--- src/rtl/rv32i_load_store_unit.sv ---
// rv32i load/store unit: word-aligned accesses to a sync-read data memory,
// sub-word load extraction and read-modify-write for SB/SH stores.
//
// Ports:
//   clk, rst (sync, active-low)
//   req_valid/req_ready/req_we/req_funct3/req_addr/req_wdata : request
//   resp_valid/resp_rdata/resp_error                         : response
//   mem_addr/mem_wr_data/mem_wr_ena/mem_rd_data              : memory
//   mem_byte_ena (only with LSU_BYTE_ENABLE_EN)              : write lanes
//
// Optional feature macro: LSU_BYTE_ENABLE_EN. When defined, SB/SH write
// directly with byte enables instead of read-modify-write.
module rv32i_load_store_unit #(
    parameter int unsigned READ_LATENCY = 1
) (
    input  logic        clk,
    input  logic        rst,
    input  logic        req_valid,
    output logic        req_ready,
    input  logic        req_we,
    input  logic [2:0]  req_funct3,
    input  logic [31:0] req_addr,
    input  logic [31:0] req_wdata,
    output logic        resp_valid,
    output logic [31:0] resp_rdata,
    output logic        resp_error,
    output logic [31:0] mem_addr,
    output logic [31:0] mem_wr_data,
    output logic        mem_wr_ena,
    input  logic [31:0] mem_rd_data
`ifdef LSU_BYTE_ENABLE_EN
    ,
    output logic [3:0]  mem_byte_ena
`endif
);

    typedef enum logic [2:0] {
        S_IDLE,
        S_READ,
        S_DATA,
        S_WRITE,
        S_RESP
    } state_t;

    localparam logic [2:0] CNT_LAST = 3'(READ_LATENCY - 1);

    state_t      state_q;
    logic        we_q;
    logic [2:0]  f3_q;
    logic [31:0] addr_q;
    logic [31:0] wr_word_q;
    logic [2:0]  cnt_q;
    logic        resp_valid_q;
    logic [31:0] resp_rdata_q;
    logic        resp_error_q;

    logic        req_err;
    logic        bad_f3;
    logic        misal;
    logic [31:0] load_d;
    logic [7:0]  lane_b;
    logic [15:0] lane_h;

    // Request legality, evaluated on the live request at accept time.
    always_comb begin
        bad_f3 = 1'b0;
        misal  = 1'b0;
        if (req_we) begin
            bad_f3 = (req_funct3 > 3'd2);
        end else begin
            bad_f3 = (req_funct3 == 3'b011) || (req_funct3[2:1] == 2'b11);
        end
        if (req_funct3[1:0] == 2'b01) begin
            misal = req_addr[0];
        end else if (req_funct3[1:0] == 2'b10) begin
            misal = (req_addr[1:0] != 2'b00);
        end
        req_err = bad_f3 || misal;
    end

    // Load lane selection and extension from the returned word.
    always_comb begin
        lane_b = mem_rd_data[{addr_q[1:0], 3'b000} +: 8];
        lane_h = addr_q[1] ? mem_rd_data[31:16] : mem_rd_data[15:0];
        load_d = mem_rd_data;
        case (f3_q[1:0])
            2'b00: begin
                if (f3_q[2]) load_d = {24'h0, lane_b};
                else         load_d = {{24{lane_b[7]}}, lane_b};
            end
            2'b01: begin
                if (f3_q[2]) load_d = {16'h0, lane_h};
                else         load_d = {{16{lane_h[15]}}, lane_h};
            end
            default: load_d = mem_rd_data;
        endcase
    end

`ifdef LSU_BYTE_ENABLE_EN
    logic [3:0] be_q;
`else
    logic [31:0] merge_d;

    // Old word with only the addressed byte/half replaced by store data.
    always_comb begin
        merge_d = mem_rd_data;
        if (f3_q[1:0] == 2'b00) begin
            merge_d[{addr_q[1:0], 3'b000} +: 8] = wr_word_q[7:0];
        end else begin
            merge_d[{addr_q[1], 4'b0000} +: 16] = wr_word_q[15:0];
        end
    end
`endif

    always_ff @(posedge clk) begin
        if (!rst) begin
            state_q      <= S_IDLE;
            we_q         <= 1'b0;
            f3_q         <= 3'b000;
            addr_q       <= 32'h0;
            wr_word_q    <= 32'h0;
            cnt_q        <= 3'd0;
            resp_valid_q <= 1'b0;
            resp_rdata_q <= 32'h0;
            resp_error_q <= 1'b0;
`ifdef LSU_BYTE_ENABLE_EN
            be_q         <= 4'b0000;
`endif
        end else begin
            resp_valid_q <= 1'b0;
            unique case (state_q)
                S_IDLE: begin
                    if (req_valid) begin
                        we_q         <= req_we;
                        f3_q         <= req_funct3;
                        addr_q       <= req_addr;
                        wr_word_q    <= req_wdata;
                        cnt_q        <= 3'd0;
                        resp_rdata_q <= 32'h0;
                        resp_error_q <= 1'b0;
                        if (req_err) begin
                            resp_error_q <= 1'b1;
                            resp_valid_q <= 1'b1;
                            state_q      <= S_RESP;
                        end else if (!req_we) begin
                            state_q <= S_READ;
                        end else if (req_funct3[1:0] == 2'b10) begin
`ifdef LSU_BYTE_ENABLE_EN
                            be_q    <= 4'b1111;
`endif
                            state_q <= S_WRITE;
                        end else begin
`ifdef LSU_BYTE_ENABLE_EN
                            if (req_funct3[1:0] == 2'b00) begin
                                wr_word_q <= {4{req_wdata[7:0]}};
                                be_q      <= 4'b0001 << req_addr[1:0];
                            end else begin
                                wr_word_q <= {2{req_wdata[15:0]}};
                                be_q      <= 4'b0011 << {req_addr[1], 1'b0};
                            end
                            state_q <= S_WRITE;
`else
                            state_q <= S_READ;
`endif
                        end
                    end
                end
                S_READ: begin
                    if (cnt_q == CNT_LAST) begin
                        cnt_q   <= 3'd0;
                        state_q <= S_DATA;
                    end else begin
                        cnt_q <= cnt_q + 3'd1;
                    end
                end
                S_DATA: begin
                    if (we_q) begin
`ifndef LSU_BYTE_ENABLE_EN
                        wr_word_q <= merge_d;
`endif
                        state_q <= S_WRITE;
                    end else begin
                        resp_rdata_q <= load_d;
                        resp_valid_q <= 1'b1;
                        state_q      <= S_RESP;
                    end
                end
                S_WRITE: begin
                    resp_valid_q <= 1'b1;
                    state_q      <= S_RESP;
                end
                S_RESP: begin
                    state_q <= S_IDLE;
                end
                default: begin
                    state_q <= S_IDLE;
                end
            endcase
        end
    end

    assign req_ready   = (state_q == S_IDLE);
    assign resp_valid  = resp_valid_q;
    assign resp_rdata  = resp_rdata_q;
    assign resp_error  = resp_error_q;

    // Write strobe is gated by rst so a reset edge never commits a write.
    assign mem_wr_ena  = (state_q == S_WRITE) && rst;

    assign mem_addr    = ((state_q == S_READ) || (state_q == S_DATA) ||
                          (state_q == S_WRITE)) ?
                         {addr_q[31:2], 2'b00} : 32'h0;
    assign mem_wr_data = (state_q == S_WRITE) ? wr_word_q : 32'h0;

`ifdef LSU_BYTE_ENABLE_EN
    assign mem_byte_ena = mem_wr_ena ? be_q : 4'b0000;
`endif

endmodule

--- config.mk ---
export PLATFORM = sky130hd
export DESIGN_NAME = rv32i_load_store_unit
export DESIGN_NICKNAME = d
export VERILOG_FILES = /design/src/rtl/rv32i_load_store_unit.sv
export SDC_FILE = /design/constraint.sdc
export NUM_CORES = 1
export LEC_CHECK = 0
export ABC_CLOCK_PERIOD_IN_PS = 5140
export BUFFER_PORTS_ARGS = -buffer_cell sky130_fd_sc_hd__buf_4
export CAP_MARGIN = 20
export CORE_ASPECT_RATIO = 1.25
export CORE_MARGIN = 4
export CORE_UTILIZATION = 55
export DETAILED_ROUTE_END_ITERATION = 8
export HOLD_SLACK_MARGIN = 0.15
export PLACE_DENSITY = 0.94
export REMOVE_ABC_BUFFERS = 1
export SYNTH_ARGS = -nofsm -noshare
export SYNTH_HDL_FRONTEND = slang
export SYNTH_SLANG_ARGS = --single-unit
--- constraint.sdc ---
create_clock -name clk -period 5.14 [get_ports clk]
set_clock_uncertainty 0.2 [all_clocks]
set_input_delay 0 -clock clk [delete_from_list [all_inputs] [get_ports clk]]
set_output_delay 0 -clock clk [all_outputs]
set_load 0.005 [all_outputs]
==> summary.log <==
qor: run_status.status complete, but fails checks
qor: run_status.failed_checks design-rule violations
qor: synth.synth_area_per_cell 8.46 um^2
qor: cts.htree_num_levels 3
qor: synth.count_of_flip_flops_with_a_built_in_enable_after_synthesis 0
qor: sta.grt_setup_unrepaired no
qor: drt.drt_pass1_iterations 9
qor: place.place.detailed.instances 959
qor: sta.hold-worst-slack 274 ps
qor: cells_and_area.final_nets 1122
qor: cells_and_area.num_antenna_cells 0
qor: cells_and_area.fillers 395
qor: worst_setup_path.timing.critical_path.slowest_cell_delay 730 ps
qor: synth.synthesis.area 5830 um^2
qor: drt.routed_wirelength 27.5 mm
qor: drt.route.detailed.wl_per_inst 24.0 um
qor: synth.fraction_of_registers_with_async_set_reset 0
qor: drt.drt_iter0_drc 1031
qor: global_routing.grt_antenna_before_repair 0
qor: sta.tns 0 ps
qor: synth.synth.top_cell.area_share 0.371
qor: cts.max-clock-path-buffers 2
qor: worst_setup_path.critical_path.reg2reg.startpoint f3_q[1]
qor: synth.top_cells_by_area_synth dfxtp_1 (37%), and2_1 (7.3%), nand2_1 (7.2%), a221o_1 (5.0%), a21boi_0 (4.8%)
qor: synth.synth_cell_type_count 62
qor: power.p_leak 0.00413 uW
qor: drt.vias_per_cell 6.65
qor: min_path.worstHoldStart mem_rd_data[18]
qor: cells_and_area.seqCellArea 2160 um^2
qor: worst_setup_path.cp_common_cell dlygate4sd3_1
qor: sta.final_period_minus_worst_setup_slack 3640 ps
qor: die.rows 41
qor: sta.layout_setup_ws 1500 ps
qor: sta.achievable-frequency 0.274 GHz
qor: place.number_of_buffer_cells_added_on_primary_ports 200
qor: worst_setup_path.required 5240 ps
qor: cts.worst_skew_pair.late_latency 360 ps
qor: cts.cts_sinks 108
qor: worst_setup_path.path_class flip-flop to flip-flop
qor: min_path.worst_hold_path.num_cells 3
qor: die.die-height 123 um
qor: sta.worst_slew_margin_rel 0.221
qor: synth.syn-instance-count 689
qor: synth.yosys_register_bits 108
qor: global_routing.grt_util_all_layers 0.441
qor: drt.antenna_violating_nets_post_route 0
qor: sta.timing_worst_slew_pin_value 1170 ps
qor: worst_setup_path.worstPathMaxFanout 26
qor: global_routing.first_global_vias 7775
qor: cells_and_area.layout-drive-gt1-share 0.230
qor: worst_setup_path.timing.critical_path.to_type flip-flop
qor: place.gpl.final_weighted_congestion 0.943
qor: place.dp.final_hpwl 14.5 mm
qor: worst_setup_path.startpoint_type flip-flop
qor: worst_setup_path.r2r_cell_count 6
qor: die.ios 203
qor: cts.path_clk_slew 80 ps
qor: cts.cts_tree done
qor: drt.via_count 7623
qor: global_routing.wire_length_of_the_first_global_routing_pass 42.6 mm
qor: synth.synthesis.yosys.warnings 0
qor: sta.slew_violations 0
qor: min_path.min_path_type input pin to flip-flop
qor: place.place_ws 2220 ps
qor: die.fp.dieArea 12300 um^2
qor: die.initial_core_util 0.571
qor: die.core_area 10200 um^2
qor: worst_setup_path.path_cells o21ba_2 > a2111oi_4 > o221ai_1 > dlygate4sd3_1 > nor2_1 > dlygate4sd3_1
qor: synth.netlist.top_cell.by_area dfxtp_1
qor: sta.finalCritPeriodShare 0.709
qor: worst_setup_path.timing.critical_path.slowest_stage_cell a2111oi_4
qor: cts.clk_root_buffer_cell clkbuf_16
qor: worst_setup_path.critical_path_arrival 3740 ps
qor: sta.setup_violations 0
qor: global_routing.gr-total-overflow 0
qor: power.cellPowerDensity 288 nW/um^2
qor: run.max-cap-violations 0
qor: die.fp.dieW 100 um
qor: worst_setup_path.crit_path_start f3_q[1]
qor: drt.route.detailed.drc 27
qor: cts.cts-buffers-inserted 9
qor: global_routing.largest_net_degree_at_the_start_of_global_routing 82
qor: sta.endpoints_failing_hold 0
qor: cells_and_area.syn_to_final_growth 58.6%
qor: cells_and_area.layout.cells.non_filler 1146
qor: cts.postCtsSetupRepairBufs 0
qor: power.vdd.ir_drop.worst 0.000189 V
qor: cells_and_area.finalCoreUtilization 0.906
qor: synth.proportion_of_synthesized_chip_area_in_sequential_cells 0.371
qor: synth.synth_ff_type dfxtp_1
qor: cells_and_area.multi_input_combinational_cell_area 3290 um^2
cell usage after synthesis (15+ instances only):
cell / instances
buf_2: 17
a21boi_0: 37
clkbuf_1: 31
dfxtp_1: 108
a21oi_1: 39
inv_1: 17
nor2_1: 24
o21ai_0: 16
mux2i_1: 15
a221o_1: 29
nand2_1: 112
and2_1: 68
nand4_1: 17
power breakdown:
part	switching [uW]	total [uW]	internal [uW]
clock	348	779	431
sequential	121	1050	931
combinational	446	835	390
total	915	2670	1750
worst paths after layout:
path,to,slack [ps]
worst max register to register,wr_word_q[10],1500
worst min-delay path,resp_rdata[18],270
worst min register to register,resp_rdata[11],290
worst max-delay path,wr_word_q[10],1500
layer usage:
layer / vias up / wire length [um] / GRT usage
met2: 805 / 12600 / 0.733
met1: 3424 / 8980 / 0.489
met3: 249 / 3750 / 0.129
li1: 3145 / - / -
met5: - / 0 / 0
met4: 0 / 2210 / 0.291
state kept, by name, indices dropped and copies added (netlist names):
register,cells
we_q,1
wr_word_q,32
resp_error,1
resp_valid,1
state_q,3
addr_q,32
resp_rdata,32
f3_q,3
cnt_q,3
area by class of cell:
type,count,share of cell area
tap,129,0.0174
multi-input combinational,500,0.355
inverter,17,0.00690
timing repair buffer,376,0.351
clock inverter,7,0.0108
clock buffer,9,0.0243
sequential,108,0.234
cells in the final DEF (no fill, tap or decap), drive strengths merged, types with 3 or more instances in the layout:
cell type,netlist,final
buf,34,206
dlygate4sd3,0,169
nand2,112,112
dfxtp,108,108
and2,68,68
a21oi,39,39
a21boi,37,37
a221o,29,29
nor2,24,24
inv,17,18
o21ai,18,18
nand4,17,17
mux2i,15,15
o22ai,13,13
a32o,12,12
a221oi,10,10
clkbuf,31,10
o211a,8,8
a2111oi,8,8
a211o,7,7
o221ai,7,7
ha,7,7
o2bb2ai,6,6
nor2b,5,5
and3,5,5
nand2b,4,4
or3,4,4
a22o,4,4
a31oi,3,3
a22oi,3,3
clkinvlp,0,3
nor3,3,3
nand3,3,3
or3b,3,3
nor3b,3,3
metrics by stage:
| step | area (um^2) | total power [uW] |
|---|---|---|
| floorplan | 5510 | 1360 |
| global placement | 7210 | 1630 |
| detailed placement | 7210 | 1650 |
| CTS | 9230 | 2550 |
| global route | 9250 | 2740 |
| finish | 9250 | 2670 |
timing repair:
action | in CTS | in global routing
hold endpoints to repair | 108 | 0
gates resized for setup | 0 | 0
hold buffers | 169 | 0
worst max-delay path, delay by kind of cell, from the launching register on:
family                 cells  cell delay [ps]
AOI/OAI and AO/OA          3             1410
buffers and inverters      2             1210
and+or+nand+nor            1              130
DFF                        1              640
cell families after synthesis:
logic type / share of synthesized area
AO/OA/AOI/OAI: 0.285
adder cells (fa/ha/maj): 0.0150
buffers and inverters: 0.0661
flip-flops: 0.371
multiplexers: 0.0335
other: 0.000643
AND/OR/NAND/NOR: 0.229
No activity file was read; power rests on OpenSTA's default activity.
